`src/rtl/calc_rpn_pkg.sv`:
```
// Shared definitions for the RPN calculator core:
// opcodes, FSM encoding and the unary-op predicate.
package calc_rpn_pkg;

  localparam logic [2:0] OP_ADD = 3'b000;
  localparam logic [2:0] OP_SUB = 3'b001;
  localparam logic [2:0] OP_AND = 3'b010;
  localparam logic [2:0] OP_OR  = 3'b011;
  localparam logic [2:0] OP_XOR = 3'b100;
  localparam logic [2:0] OP_NOT = 3'b101;
  localparam logic [2:0] OP_SHL = 3'b110;
  localparam logic [2:0] OP_SHR = 3'b111;

  typedef enum logic [1:0] {
    OCIOSO  = 2'd0,
    CALCULA = 2'd1,
    GRAVA   = 2'd2
  } estado_e;

  function automatic logic is_unary(
    input logic [2:0] op
  );
    return (op == OP_NOT) ||
           (op == OP_SHL) ||
           (op == OP_SHR);
  endfunction

endpackage

```
`src/rtl/ula_nbits.sv`:
```
// Combinational ALU: binary ops use a (below) and b (top),
// unary ops act on b alone.
module ula_nbits
  import calc_rpn_pkg::*;
#(
  parameter int WIDTH = 8
) (
  input  logic [WIDTH-1:0] a,
  input  logic [WIDTH-1:0] b,
  input  logic [2:0]       sel_op,
  output logic [WIDTH-1:0] resultado,
  output logic             carry
);

  logic [WIDTH:0] soma;
  logic [WIDTH:0] dif;

  assign soma = {1'b0, a} + {1'b0, b};
  // MSB of the extended difference is the borrow (a < b)
  assign dif  = {1'b0, a} - {1'b0, b};

  always_comb begin
    resultado = '0;
    carry     = 1'b0;
    unique case (sel_op)
      OP_ADD: {carry, resultado} = soma;
      OP_SUB: {carry, resultado} = dif;
      OP_AND: resultado = a & b;
      OP_OR:  resultado = a | b;
      OP_XOR: resultado = a ^ b;
      OP_NOT: resultado = ~b;
      OP_SHL: {carry, resultado} = {b, 1'b0};
      OP_SHR: {resultado, carry} = {1'b0, b};
    endcase
  end

endmodule

```
`src/rtl/calculadora_rpn_pilha.sv`:
```
// RPN calculator core: shift-array operand stack, 3-state
// execute FSM, carry/zero flags and sticky error reporting.
module calculadora_rpn_pilha
  import calc_rpn_pkg::*;
#(
  parameter int WIDTH = 8,
  parameter int DEPTH = 4
) (
  input  logic                       clk,
  input  logic                       reset_n,
  input  logic                       enter_pulso,
  input  logic                       executar_pulso,
  input  logic                       limpa_pulso,
  input  logic [WIDTH-1:0]           dados,
  input  logic [2:0]                 sel_op,
  output logic [WIDTH-1:0]           topo,
  output logic [$clog2(DEPTH+1)-1:0] nivel,
  output logic                       carry,
  output logic                       zero,
  output logic                       ocupado,
  output logic                       erro_cheia,
  output logic                       erro_vazia
);

  localparam int NW = $clog2(DEPTH+1);
  localparam logic [NW-1:0] CHEIO = NW'(DEPTH);

  estado_e estado, prox;

  logic [WIDTH-1:0] pilha [DEPTH];
  logic [NW-1:0]    nivel_q;
  logic [2:0]       op_q;
  logic [WIDTH-1:0] res_q;
  logic             c_q;
  logic [WIDTH-1:0] ula_res;
  logic             ula_c;

  logic ociosa;
  logic falta_op;
  logic faz_limpa;
  logic faz_exec;
  logic exec_ok;
  logic faz_enter;

  assign ociosa   = (estado == OCIOSO);
  assign falta_op = is_unary(sel_op) ?
                    (nivel_q == '0) :
                    (nivel_q < NW'(2));

  // priority: limpa > executar > enter
  assign faz_limpa = ociosa & limpa_pulso;
  assign faz_exec  = ociosa & ~limpa_pulso &
                     executar_pulso;
  assign exec_ok   = faz_exec & ~falta_op;
  assign faz_enter = ociosa & ~limpa_pulso &
                     ~executar_pulso & enter_pulso;

  ula_nbits #(.WIDTH(WIDTH)) u_ula (
    .a         (pilha[1]),
    .b         (pilha[0]),
    .sel_op    (op_q),
    .resultado (ula_res),
    .carry     (ula_c)
  );

  always_ff @(posedge clk or negedge reset_n) begin
    if (!reset_n) estado <= OCIOSO;
    else          estado <= prox;
  end

  always_comb begin
    prox = estado;
    unique case (estado)
      OCIOSO:  if (exec_ok) prox = CALCULA;
      CALCULA: prox = GRAVA;
      GRAVA:   prox = OCIOSO;
      default: prox = OCIOSO;
    endcase
  end

  always_comb begin
    ocupado = (estado != OCIOSO);
  end

  always_ff @(posedge clk or negedge reset_n) begin
    if (!reset_n) begin
      for (int i = 0; i < DEPTH; i++)
        pilha[i] <= '0;
      nivel_q    <= '0;
      op_q       <= OP_ADD;
      res_q      <= '0;
      c_q        <= 1'b0;
      carry      <= 1'b0;
      zero       <= 1'b0;
      erro_cheia <= 1'b0;
      erro_vazia <= 1'b0;
    end else if (faz_limpa) begin
      for (int i = 0; i < DEPTH; i++)
        pilha[i] <= '0;
      nivel_q    <= '0;
      carry      <= 1'b0;
      zero       <= 1'b0;
      erro_cheia <= 1'b0;
      erro_vazia <= 1'b0;
    end else if (faz_exec) begin
      if (falta_op) erro_vazia <= 1'b1;
      else          op_q       <= sel_op;
    end else if (faz_enter) begin
      if (nivel_q == CHEIO) begin
        erro_cheia <= 1'b1;
      end else begin
        for (int i = DEPTH-1; i > 0; i--)
          pilha[i] <= pilha[i-1];
        pilha[0] <= dados;
        nivel_q  <= nivel_q + NW'(1);
      end
    end else if (estado == CALCULA) begin
      res_q <= ula_res;
      c_q   <= ula_c;
    end else if (estado == GRAVA) begin
      carry <= c_q;
      zero  <= (res_q == '0);
      pilha[0] <= res_q;
      if (!is_unary(op_q)) begin
        // pop two, push one: entries below shift up
        for (int i = 1; i < DEPTH-1; i++)
          pilha[i] <= pilha[i+1];
        pilha[DEPTH-1] <= '0;
        nivel_q <= nivel_q - NW'(1);
      end
    end
  end

  assign topo  = pilha[0];
  assign nivel = nivel_q;

endmodule
```
`config.mk`:
```
export PLATFORM = sky130hd
export DESIGN_NAME = calculadora_rpn_pilha
export DESIGN_NICKNAME = d
export VERILOG_FILES = /design/src/rtl/calc_rpn_pkg.sv /design/src/rtl/ula_nbits.sv /design/src/rtl/calculadora_rpn_pilha.sv
export SDC_FILE = /design/constraint.sdc
export NUM_CORES = 1
export LEC_CHECK = 0
export ABC_AREA = 1
export CAP_MARGIN = 30
export CORE_MARGIN = 4
export CORE_UTILIZATION = 39
export CTS_CLUSTER_DIAMETER = 30
export DETAILED_ROUTE_END_ITERATION = 8
export PLACE_DENSITY_LB_ADDON = 0.15
export SYNTH_ARGS = -nofsm -noshare
export SYNTH_HDL_FRONTEND = slang
export SYNTH_SLANG_ARGS = --single-unit
```
`constraint.sdc`:
```
create_clock -name clk -period 1.8 [get_ports clk]
set_input_delay 0.36 -clock clk [delete_from_list [all_inputs] [get_ports clk]]
set_output_delay 0.36 -clock clk [all_outputs]
set_load 0.02 [all_outputs]
```
Word level (Yosys, flattened, before mapping)
Cells that the tools add are included.
Widths: inputs -> output; s select.
- bits in registers: 53
- bits of input ports: 16
- output and inout port bits: 16
- $add $sub $neg: 4
- order comparisons: 1
- equality and inequality tests: 20
- multiplexer cells: 36
- bitwise logic cells: 16
- reduce and logical (&&, ||, !) cells: 22
- operator list (operator ; number):
    $mux 32 ; 6
    $pmux 8 s8 ; 1
    $eq 3x3->1 const B ; 8
    $mux 24 ; 1
    $mux 3 ; 7
    $mux 1 ; 18
    $reduce_and 4->1 ; 3
    $reduce_bool 2->1 ; 6
    $add 8x8->9 ; 1
    $ne 3x3->1 const B ; 3
    $sub 8x8->9 ; 1
    $and 8x8->8 ; 1
    $logic_not 8->1 ; 1
    $not 8->8 ; 1
    $or 8x8->8 ; 1
    $xor 8x8->8 ; 1
    $and 1x1->1 ; 6
    $eq 3x2->1 const B ; 2
    $logic_not 3->1 ; 2
    $ne 2x2->1 const B ; 3
    $not 1->1 ; 6
    $reduce_and 3->1 ; 2
    $reduce_and 5->1 ; 1
    $logic_or 1x1->1 ; 4
    other kinds (13) ; 13

Logic depth before layout (Yosys ltp)
Gate-level depths: netlist of run 1.
- depth in word-level cells: 9
- depth in mapped cells: 13

Cells and area by module
From an unflattened synthesis of run 1, not the netlist that was laid out.
- cell total of the unflattened synthesis: 555
- area total of the unflattened synthesis: 3891.2 um^2
- modules (own cells, without submodules) (module ; instances ; cells an instance ; area each (um^2) ; seq. area each (um^2)):
    calculadora_rpn_pilha ; 1 ; 314 ; 2562.5 ; 1326.3
    ula_nbits ; 1 ; 241 ; 1328.8 ; 0.0

Worst setup path before layout of run 1
OpenSTA, ideal clock, no wires.
- kind: register -> register
- start: register pilha, in the netlist topo[0]
- end: register c_q
- setup time: 0.117 ns
- arrival: 1.678 ns
- path slack: 0.005 ns
- stages on the path, launching flop included: 11
- path buffers: 0
- clock period less this slack: 1.795 ns
- cells stage by stage: dfrtp_1 ha_1 fa_1 o21ai_0 nand2_1 inv_1 nand3_1 nand3_1 nand3_1 nand2_1 nand2_1
- word-level cells in the longest chain between the ends: 2
- elaborated cells on any way between the ends: 3
- RTL lines (item ; RTL line ; RTL):
    start: declaration ; calculadora_rpn_pilha.sv:30 ; logic [WIDTH-1:0] pilha [DEPTH];
    start signal: indexed assignment ; calculadora_rpn_pilha.sv:113 ; pilha[i] <= pilha[i-1];
    start signal: indexed assignment ; calculadora_rpn_pilha.sv:127 ; pilha[i] <= pilha[i+1];
    $sub 8x8->9 or $add 8x8->9 (tied branches) ; ula_nbits.sv:20, ula_nbits.sv:18 ;
    $pmux 1 s4 (*) ; ula_nbits.sv:25 ; unique case (sel_op)
    end signal: assignment ; calculadora_rpn_pilha.sv:119 ; c_q <= ula_c;
    end: declaration ; calculadora_rpn_pilha.sv:34 ; logic c_q;
Mark *: on every way between the ends. The rest lies on a longest branch, timed or not.
A chain may end at the register's enable or synchronous reset.

Worst setup path in the final report of run 1
- start: register pilha, in the netlist topo[0]
- end: register res_q[5]
- word-level cells in the longest chain between the ends: 2
- elaborated cells on any way between the ends: 3
- RTL lines (item ; RTL line ; RTL):
    $sub 8x8->9 or $add 8x8->9 (tied branches) ; ula_nbits.sv:20, ula_nbits.sv:18 ;
    $pmux 8 s8 (*) ; ula_nbits.sv:25 ;
    end signal: assignment ; calculadora_rpn_pilha.sv:118 ; res_q <= ula_res;
    end: declaration ; calculadora_rpn_pilha.sv:33 ; logic [WIDTH-1:0] res_q;
Marks and branches as above.

==> flow_metrics.env, run 1 <==
export IMPL_route_met2_wl_mm=5.540
export IMPL_tritoncts="yes"
export IMPL_critPathKind="reg -> reg"
export IMPL_wl_met3_um=638
export IMPL_antenna_diode_count=0
export IMPL_drv_slew=0
export IMPL_routedWlPerCell_um=16.35
export IMPL_worst_slew_pin_slew_ns=0.4564
export IMPL_syn_num_nets=562
export IMPL_totalPowerFinal_mw=8.413
export IMPL_synth_top_family_by_area="simple AND/OR/NAND/NOR gates"
export IMPL_maxCapViolCount=0
export IMPL_synthSimpleGateAreaFrac_pct=24.80
export IMPL_skew_ns=0.01885
export IMPL_hpwl_mm=9.603
export IMPL_relSlewSlack_pct=69.49
export IMPL_core_um2=9729
export IMPL_io_buffers=31
export IMPL_clkPwrFrac_pct=11.5
export IMPL_cts_buffer_depth=2
export IMPL_combPwrFrac_pct=67.1
export IMPL_grt_pass1_vias=3741
export IMPL_max_clock_freq_mhz=561.2
export IMPL_antenna_left=0
export IMPL_utilization_pct=53.32
export IMPL_yosysSeqAreaShare_pct=34.32
export IMPL_critPathRequiredTime_ns=2.01
export IMPL_clk_latency_ns=0.32
export IMPL_critPathLaunchType="flop"
export IMPL_area_growth_pct=34.22
export IMPL_track_usage_pct=21.61
export IMPL_synthArstFlopShare_pct=100.0
export IMPL_synth_avg_cell_area_um2=7.461
export IMPL_dr_first_iter_drc_count=269
export IMPL_cts_buffers=5
export IMPL_hold_viol=0
export IMPL_path_max_fanout=4
export IMPL_num_rows=36
export IMPL_synth_top_cell_area_share_pct=34.32
export IMPL_power_switching_mw=3.934
export IMPL_seqPwrFrac_pct=21.4
export IMPL_synth_enable_flop_cells=0
export IMPL_setup_viol=0
export IMPL_grt_pass1_wl_mm=19.40
export IMPL_routed_top_layer="met4"
export IMPL_grt_max_degree=32
export IMPL_fp_dieArea_um2=11570
export IMPL_boundaryPins=32
export IMPL_vias_per_cell=5.177
export IMPL_pwr_density_cell_nw_per_um2=1622
export IMPL_wl_met1_mm=5.736
export IMPL_hold_path_class="in -> async"
export IMPL_synth_area_leader_cell="dfrtp_1"
export IMPL_die_width_um=107.6
export IMPL_syn_cell_area_um2=3865
export IMPL_ys_ff_latch=53
export IMPL_p_leak_nw=2.642
export IMPL_globalplace_congestion=0.9764
export IMPL_rsz0062_at_grt="true"
export IMPL_synthFlopType="dfrtp_1"
export IMPL_start_util_pct=39.72
export IMPL_yosysWarnings=0
export IMPL_period_share_pct=99.00
export IMPL_finalWorstPathRequiredPeriod_ns=1.782
export IMPL_dr_total_vias=3862
export IMPL_synth_cells=518
export IMPL_drc=0
export IMPL_synth_compound_area_share_pct=17.38
export IMPL_dr_pass1_iters=5
export IMPL_die_height_um=107.6
export IMPL_synth_fa_ha_area_share_pct=9.647
export IMPL_h_tree_depth=2
export IMPL_irDropWorstVdd_mv=0.6526
export IMPL_cts_root_buf="clkbuf_8"
export IMPL_grt_antenna_before_repair=0
export IMPL_synth_mux_area_share_pct=0
export IMPL_nets=656
export IMPL_grt_remaining_overflow=0
export IMPL_synth_cell_types=40
export IMPL_path_clk_slew_ns=0.11
export IMPL_power_internal_mw=4.479
export IMPL_crit_path_end_kind="flop"
export IMPL_status="finished clean"
export IMPL_drive_above_1_share_pct=26.26
export IMPL_totalWireLength_mm=12.20
export IMPL_crit_arrival_ns=1.99
export IMPL_synth_xor_area_share_pct=0.9064
export IMPL_synth_area_leaders="dfrtp_1 34%, nand2_1 11%, inv_1 8.4%"
export IMPL_clock_sinks=53
export IMPL_sw_frac_of_total_pct=46.76
-- layout make-up --
cell class                 instances  area (µm²)
multi-input combinational        351        2258
inverter                          90       342.8
sequential                        53        1328
tap                              133       166.4
timing repair buffer             111       958.4
fill                             969        4542
clock inverter                     3       65.06
clock buffer                       5       68.82
-- stage by stage --
stage	TNS, ns	cells	cell area [µm²]	setup slack, ns	hold slack (ns)
2_1_floorplan	0	518	3865	0.004685	0.06441
3_5_place_dp	-8.881	733	4775	-0.3018	0.2972
3_3_place_gp	-7.187	733	4775	-0.2431	0.2963
6_report	0	746	5187	0.01797	0.4855
4_1_cts	0	743	4985	0.001905	0.4948
5_1_grt	-0.3568	746	5187	-0.09337	0.5247
-- critical path, cell delays in order, from the launching register on --
cell,delay (ns)
dfrtp_1,0.43
buf_6,0.14
buf_4,0.14
ha_1,0.19
inv_1,0.06
nand2_2,0.07
nand2_4,0.09
nand2_4,0.06
o21ai_1,0.12
nand2_1,0.06
nand3_1,0.09
nand2_1,0.07
nand2_2,0.11
nand2_2,0.05
-- path summary, 6_finish.rpt --
check                            endpoint  slack [ns]      from  depth (start not counted)
max in group asynchronous         topo[2]        0.79   reset_n                          3
min in group clk                 res_q[7]        0.49  res_q[7]                          2
worst min-delay path            estado[0]        0.49   reset_n                          2
worst max register to register   res_q[5]        0.02   topo[0]                         13
worst min register to register   res_q[7]        0.49  res_q[7]                          2
worst max-delay path             res_q[5]        0.02   topo[0]                         13
-- registers in the layout, summed over array words and instances (netlist names) --
register and count:
c_q 1, carry 1, erro_cheia 1, erro_vazia 1
estado 2, nivel 3, op_q 3, pilha 24
res_q 8, topo 8, zero 1
-- cells by family (layout without fill, tap and decap cells) --
group                    count (synthesis)  count (layout)
AO/OA/AOI/OAI                          107             107
XOR/XNOR                                 4               4
adder cells (fa/ha/maj)                 28              28
buffers and inverters                  114             209
flip-flops                              53              53
AND/OR/NAND/NOR                        212             212
-- routing by layer --
layer	track usage, %	vias up
met4	6.583	0
met1	30.96	1829
li1	-	1873
met3	3.179	19
met5	0	-
met2	33.70	141
-- cell usage after synthesis, types with 2 or more instances --
| library cell | n |
|---|---|
| o21ai_1 | 8 |
| xor2_1 | 4 |
| buf_4 | 11 |
| nand2_2 | 2 |
| nor2_4 | 2 |
| nand4_1 | 6 |
| o2111ai_1 | 3 |
| nand2_1 | 113 |
| ha_1 | 25 |
| clkbuf_1 | 3 |
| nand3_1 | 43 |
| inv_2 | 3 |
| o211ai_1 | 2 |
| o22ai_2 | 10 |
| buf_6 | 3 |
| buf_2 | 7 |
| a22oi_1 | 4 |
| nor2_1 | 35 |
| o21ai_0 | 44 |
| a21oi_1 | 14 |
| inv_1 | 87 |
| o22ai_1 | 17 |
| dfrtp_1 | 53 |
| fa_1 | 3 |
-- repair_timing --
item                                   4_1_cts  5_1_grt
resized for setup                           28       50
pin swaps                                    3       21
hold buffers                                 1        0
setup endpoints to repair                   11       23
endpoints found under the hold margin       12        0
setup buffers                                1        3
-- placed cells by master, fill, tap and decap left out, types with 6 or more instances in the layout --
cell type        instances
a21oi_1                 13
buf_4                   75
clkdlybuf4s50_1         19
dfrtp_1                 52
dlymetal6s2s_1           6
ha_1                    16
ha_4                     8
inv_1                   73
inv_2                   15
nand2_1                105
nand2_2                  8
nand3_1                 34
nand3_2                  9
nand4_1                  6
nor2_1                  32
o21ai_0                 39
o21ai_1                 11
o22ai_1                 17
o22ai_2                 10
-- power by group through the flow --
stage          combinational, mW  clock [mW]  sequential, mW
2_1_floorplan               2.87           0            1.86
3_3_place_gp                5.00           0            1.78
3_5_place_dp                5.01           0            1.79
4_1_cts                     5.18       0.994            1.78
5_1_grt                     6.17        1.04            1.84
6_report                    5.65       0.968            1.80
(Power assumes the default switching activity.)
==> run 2: changes to the inputs <==
Settings changed: CTS_CLUSTER_DIAMETER 30 to unset, SKIP_LAST_GASP set to 1.
==> flow_metrics.env, run 2 (synthesis results as in run 1) <==
export IMPL_start_util_pct=39.72
export IMPL_grt_max_degree=32
export IMPL_dpl_cell_area_um2=4775
export IMPL_setup_viol=0
export IMPL_critPathKind="reg -> reg"
export IMPL_critPathRequiredTime_ns=2.01
export IMPL_num_rows=36
export IMPL_vias_per_cell=5.133
export IMPL_die_height_um=107.6
export IMPL_layout_common_cells="105 x nand2_1, 75 x buf_4, 73 x inv_1, 52 x dfrtp_1, 39 x o21ai_0"
export IMPL_grt_pass1_vias=3732
export IMPL_grt_remaining_overflow=0
export IMPL_drv_slew=0
export IMPL_track_usage_pct=21.46
export IMPL_hold_path_class="in -> async"
export IMPL_cpPeakStageDelay_ns=0.43
export IMPL_clock_sinks=53
export IMPL_globalplace_congestion=0.9764
export IMPL_grt_antenna_before_repair=0
export IMPL_grt_pass1_wl_mm=19.27
export IMPL_status="finished clean"
export IMPL_crit_slowest_cell="dfrtp_1"
export IMPL_totalWireLength_mm=12.24
export IMPL_hpwl_mm=9.603
export IMPL_dr_first_iter_drc_count=308
export IMPL_rsz0062_at_grt="true"
export IMPL_layout_commonest_cell="nand2_1"
export IMPL_clk_latency_ns=0.32
export IMPL_path_clk_slew_ns=0.11
export IMPL_cts_root_buf="clkbuf_8"
export IMPL_antenna_diode_count=0
export IMPL_reg2reg_from="topo[0]"
export IMPL_irDropWorstVdd_mv=0.6528
export IMPL_r2r_slack_ns=0.01
export IMPL_core_um2=9729
export IMPL_worst_slew_pin_slew_ns=0.4442
export IMPL_tritoncts="yes"
export IMPL_maxCapViolCount=0
export IMPL_skew_ns=0.01933
export IMPL_critPathLaunchType="flop"
export IMPL_drive_above_1_share_pct=26.10
export IMPL_top_register="pilha"
export IMPL_crit_arrival_ns=2.00
export IMPL_cts_buffer_depth=2
export IMPL_boundaryPins=32
export IMPL_io_buffers=31
export IMPL_max_clock_freq_mhz=560.1
export IMPL_drc=0
export IMPL_fin_area_um2=5182
export IMPL_reg2reg_to="res_q[5]"
export IMPL_path_max_fanout=4
export IMPL_dr_pass1_iters=5
export IMPL_pwr_density_cell_nw_per_um2=1620
export IMPL_fin_setup_tns_ns=0
export IMPL_crit_path_end_kind="flop"
export IMPL_routedWlPerCell_um=16.41
export IMPL_period_share_pct=99.19
export IMPL_utilization_pct=53.27
export IMPL_nets=656
export IMPL_dr_total_vias=3829
export IMPL_relSlewSlack_pct=70.30
export IMPL_path_common_cell="nand2_2"
export IMPL_setup_ws_ns=0.01466
export IMPL_dp_slack_ns=-0.3018
export IMPL_h_tree_depth=2
export IMPL_largest_reg_flops=24
export IMPL_die_width_um=107.6
export IMPL_r2r_cells=13
export IMPL_antenna_left=0
export IMPL_path_cells="buf_6, buf_4, ha_1, inv_1, nand2_2, nand2_4, nand2_4, o21ai_1, nand2_1, nand3_1, nand2_1, nand2_2, nand2_2"
export IMPL_fp_dieArea_um2=11570
export IMPL_p_leak_nw=2.636
export IMPL_hold_viol=0
export IMPL_area_growth_pct=34.09
export IMPL_finalWorstPathRequiredPeriod_ns=1.785
export IMPL_cts_buffers=5
## run 2: cell counts in the layout (fill, tap and decap cells not counted)
No cell type changed its count.
## run 2: worst max-delay path, delay by kind of cell (launching register included)
family,cells,cell delay [ns]
fa+ha+maj,1,0.19
compound gates,1,0.12
simple gates,8,0.60
buf+inv,3,0.34
flops,1,0.43
## run 2: layout make-up
cell class,count,area (µm²)
Fill cell,971,4547
Inverter,90,342.8
Multi-Input combinational cell,351,2253
Tap cell,133,166.4
Timing Repair Buffer,111,958.4
Clock inverter,3,65.06
Sequential cell,53,1328
Clock buffer,5,68.82
## run 2: power by group
group / internal (mW) / switching [mW]
sequential: 1.52 / 0.274
combinational: 2.40 / 3.23
clock: 0.553 / 0.415
## run 2: worst max path at each step
stage	startpoint	to	slack, ns	cells past startpoint
after detailed placement	limpa_pulso	pilha[14]	-0.30	9
after global placement	limpa_pulso	nivel[2]	-0.24	8
final	topo[0]	res_q[5]	0.01	13
after floorplan	topo[0]	c_q	0.005	10
after global routing	topo[0]	c_q	-0.09	10
after CTS	topo[5]	res_q[7]	-0.06	12
## run 2: layer usage
| metal | share of wire (%) | vias to the layer above | routed length [µm] | GRT usage, % |
|---|---|---|---|---|
| li1 | - | 1870 | - | - |
| met5 | 0 | - | 0 | 0 |
| met1 | 46 | 1807 | 5674 | 30.81 |
| met3 | 5.7 | 17 | 693 | 3.179 |
| met4 | 2.3 | 0 | 281 | 6.583 |
| met2 | 46 | 135 | 5593 | 33.35 |
## run 2: per-stage QoR
step	instances	hold WS (ns)	power [mW]
floorplan	518	0.06441	4.727
global placement	733	0.2963	6.781
detailed placement	733	0.2972	6.800
CTS	743	0.4948	7.903
global route	746	0.5250	9.041
finish	746	0.4834	8.395
## run 2: repair_timing
action                     4_1_cts  5_1_grt
setup buffers                    1        3
hold buffers                     1        0
resized for setup               24       53
setup endpoints to repair       11       23
hold endpoints to repair        12        0
pin swaps                        3       21
==> edit 1 (config.mk and constraints of run 2) <==
The 3 values of `estado_e` get a one-hot encoding in 3 bits.
--- a/src/rtl/calc_rpn_pkg.sv
+++ b/src/rtl/calc_rpn_pkg.sv
@@ -13,6 +13,6 @@
 
-  typedef enum logic [1:0] {
-    OCIOSO  = 2'd0,
-    CALCULA = 2'd1,
-    GRAVA   = 2'd2
+  typedef enum logic [2:0] {
+    OCIOSO  = 3'b001,
+    CALCULA = 3'b010,
+    GRAVA   = 3'b100
   } estado_e;
Check against the original RTL: no difference found for any inputs over 4 cycles, from zero or initial values and one cycle with reset_n low; so few cycles prove little.
==> edit 1 against run 2 <==
The run now ends with setup timing left. Final cell count grew 2.1%. Non-clock buffer count shrank 5. Setup slack lost 65 ps. Via count shrank 0.47%. Synthesized cell count grew 4.8%. Design area shrank 3.0%. Sequential cell count grew 1. Synthesized area is essentially flat. Highest routed layer unchanged. Combinational power shrank 12%. Routed wire length shrank 6.7%. Power shrank 9.6%. Largest cell class unchanged. Clock power shrank 16%. Fmax shrank 3.5%.
==> edit 1: results <==
{
  "grt_max_degree": 31,
  "drive_above_1_share_pct": 20.3,
  "wl_met3_um": 498,
  "synth_sequential_area_ratio_pct": 35.0,
  "grt_pass1_vias": 3610,
  "vdd_drop_max_uv": 519,
  "postLayoutSetupSlackWorst_ps": -50.4,
  "synth_nets": 586,
  "slew_headroom_pct": 65.5,
  "yosysWarnings": 0,
  "met2_length_um": 5100,
  "crit_fanout": 2,
  "p_sw_mw": 3.60,
  "grt_usage_pct": 20.2,
  "rr_startpoint": "pilha[16]",
  "fin_nets": 671,
  "synth_area_leaders": "dfrtp_1 34%, nand2_1 14%, nand3_1 8.2%",
  "routabilityCongestion": 0.917,
  "placed_area_sq_mm": 0.00474,
  "vias_per_cell": 5.00,
  "dp_hpwl_um": 8940,
  "outcome": "finished with violations",
  "yosysUniqueCellTypes": 35,
  "wirelength_met1_um": 5660,
  "clkTransAtPathRegs_ps": 100,
  "drtIter0Drc": 243,
  "grt_pass1_wl_um": 18400,
  "finClkSkew_ps": 7.87,
  "crit_arrival_ps": 2060,
  "power.leakage_nw": 2.57,
  "synth_common_cells": "139 x nand2_1, 72 x inv_1, 63 x nand3_1",
  "synthFlopType": "dfrtp_1",
  "r2r_end": "res_q[6]",
  "violations": "setup timing",
  "setup_violations": 2,
  "nFillCells": 988,
  "hold_ws_ps": 454
}
[edit 1: cell types whose count changed after synthesis, moves of 3 or more]
cell      before  now
a21oi_1       14   31
o21ai_0       44   50
clkbuf_1       3    7
o21ai_1        8    1
inv_1         87   72
nor2_1        35   29
nor3_1         0    4
nand3_1       43   63
o22ai_1       17   12
nand2_1      113  139
o22ai_2       10    0
o211ai_1       2    7
nor2_2         1    4
a22oi_1        4    1
[edit 1: per-layer routing]
metal | global-route usage [%] | vias to the layer above
met5 | 0 | -
met3 | 3.18 | 13
met4 | 4.42 | 0
li1 | - | 1951
met2 | 31.3 | 85
met1 | 29.7 | 1762
[edit 1: area by class of cell]
cell class                      count  area (sq um)  share of cell area, %
Tap cell                          133           166                   3.31
Inverter                           74           283                   5.62
Multi-Input combinational cell    387          2180                   43.3
Clock inverter                      2          37.5                  0.747
Timing Repair Buffer              106           937                   18.6
Sequential cell                    54          1350                   26.9
Clock buffer                        6          72.6                   1.44
[edit 1: worst max path at each step]
stage	slack [ps]	cells after the start	endpoint
floorplan	30	13	res_q[6]
global placement	-240	12	nivel[2]
detailed placement	-300	12	nivel[2]
CTS	-20	13	res_q[4]
global route	-190	13	res_q[6]
finish	-50	13	res_q[6]
[edit 1: power groups by stage]
stage	clock network, mW	logic, mW	registers, mW
floorplan	0	2.77	1.85
global placement	0	4.53	1.84
detailed placement	0	4.57	1.85
CTS	0.846	4.64	1.82
global route	0.886	5.46	1.90
finish	0.809	4.93	1.85
[edit 1: cell families after synthesis]
kind of cell               Yosys count  synth area share, %
DFF                                 54                 35.0
AOI/OAI and AO/OA                  111                 16.3
and+or+nand+nor                    247                 27.2
adders and majority gates           27                 9.14
xor gates and xnor gates             2                0.454
buffers and inverters              102                 11.9
[edit 1: through the flow]
step,setup WS (ps),instances,setup TNS (ps)
2_1_floorplan,34.0,543,0
3_3_place_gp,-238,749,-5470
3_5_place_dp,-298,749,-7170
4_1_cts,-23.0,760,-48.0
5_1_grt,-189,762,-801
6_report,-50.4,762,-60.9
[edit 1: repair_timing]
item / 4_1_cts / 5_1_grt
setup endpoints to repair: 13 / 45
hold buffers: 1 / 0
pin swaps: 0 / 4
resized for setup: 20 / 41
endpoints found under the hold margin: 9 / 0
buffers inserted: 2 / 2
==> edit 2 (config.mk and constraints of run 2) <==
Without the edit above. The parameter `DEPTH` goes from 4 to 8.
--- a/src/rtl/calculadora_rpn_pilha.sv
+++ b/src/rtl/calculadora_rpn_pilha.sv
@@ -6,3 +6,3 @@
   parameter int WIDTH = 8,
-  parameter int DEPTH = 4
+  parameter int DEPTH = 8
 ) (
Interface: changed (resized nivel); port bits go from 32 to 33. The function was not compared with the original's and may differ.
==> edit 2 against run 2 <==
The flow now finishes with violations (setup timing). Setup slack worse by 87 ps. Synthesized area is 48% higher. Fmax decreased by 4.6%. First-iteration DRC count increased by 11%. Design area up 43%. Via count is 34% higher. Routed wire length up 32%. Sequential cell count up 33. Utilization down 0.83 points. Power grew 59%. Critical path type unchanged.
==> edit 2: results <==
{
  "dp_hpwl_um": 12000,
  "grt_usage_pct": 19.9,
  "dp_cells": 987,
  "regToRegSetupSlack_ps": -70,
  "synth_area_leaders": "dfrtp_1 38%, o22ai_2 11%, nand2_1 11%",
  "setup_violations": 4,
  "clkTransAtPathRegs_ps": 70,
  "grt_pass1_vias": 5026,
  "drive_above_1_share_pct": 26.3,
  "synth_nets": 762,
  "nFillCells": 1345,
  "synth_common_cells": "162 x nand2_1, 120 x inv_1, 86 x dfrtp_1",
  "tightest_slew_ps": 436,
  "synthAdderAreaFrac_pct": 6.61,
  "vdd_drop_max_uv": 938,
  "yosysUniqueCellTypes": 38,
  "clock.fmax_mhz": 534,
  "cts_root_buffer": "clkbuf_16",
  "dp_slack_ps": -343,
  "crit_arrival_ps": 2110,
  "postLayoutSetupSlackWorst_ps": -72.3,
  "violations": "setup timing",
  "power.internal_mw": 7.46,
  "fin_nets": 870,
  "syn_avg_cell_area_sq_um": 7.97,
  "first_pass_iters": 4,
  "clkLatencyLatePin_ps": 350,
  "outcome": "finished with violations",
  "finClkSkew_ps": 8.28
}
[edit 2: cell count changes in the layout (fill, tap and decap cells not counted), sizes merged, moves of 25 or more]
| cell | run 2 | this run |
|---|---|---|
| o22ai | 27 | 63 |
| o21ai | 52 | 83 |
| inv | 90 | 126 |
| dfrtp | 53 | 86 |
| buf | 80 | 105 |
| nand2 | 116 | 164 |
[edit 2: cell type report]
cell class	instances	area share, %
clock buffer	9	3.05
multi-input combinational	467	40.6
inverter	125	6.37
sequential	86	29.1
tap	180	3.05
timing repair buffer	136	16.0
clock inverter	7	1.74
[edit 2: kinds of logic after synthesis]
kind of cell             Yosys count
buffers and inverters            164
AO/OA/AOI/OAI                    165
AND/OR/NAND/NOR                  269
flip-flops                        86
XOR/XNOR                           4
adder cells (fa/ha/maj)           29
[edit 2: how the worst min path moves through the flow]
stage / end / slack (ps) / cells after the start
final: pilha[21] / 480 / 2
after global routing: res_q[5] / 500 / 2
after CTS: res_q[2] / 480 / 2
after detailed placement: pilha[45] / 320 / 1
after global placement: pilha[13] / 320 / 1
after floorplan: c_q / 60 / 0
[edit 2: through the flow]
step                util [%]  hold slack [ps]  TNS [ps]
detailed placement      48.4              323    -18780
global route            52.4              503      -735
CTS                     51.7              484      -177
finish                  52.4              483      -160
global placement        48.4              318    -16690
floorplan                  -             64.4         0
[edit 2: worst max-delay path, stage by stage (launching register included)]
cell and delay, ps:
dfrtp_1 410, ha_2 200, fa_2 390, o21ai_1 130, buf_4 150, nand2_2 60, inv_2 60, nand2_1 40
nand3_1 70, nand3_2 90, nor2_2 120, nor2_1 40
[edit 2: power by group through the flow]
stage / Combinational (mW) / Sequential, mW / Clock [mW]
after global routing: 8.91 / 3.07 / 2.34
final: 8.09 / 2.99 / 2.23
after global placement: 7.54 / 3.00 / 0
after detailed placement: 7.61 / 3.00 / 0
after CTS: 7.87 / 2.98 / 2.28
after floorplan: 4.51 / 3.06 / 0
[edit 2: routing by layer]
layer	share of wire [%]	GRT usage [%]
met5	0	0
met4	1.4	5.06
met3	4.0	2.97
met2	45	30.5
met1	49	29.6
[edit 2: repair_timing]
action                                 4_1_cts  5_1_grt
endpoints found under the hold margin       26        0
hold buffers                                 1        0
setup endpoints to repair                   19       62
gates resized for setup                     39       20
pin swaps                                   10       15
setup buffers                                3        3
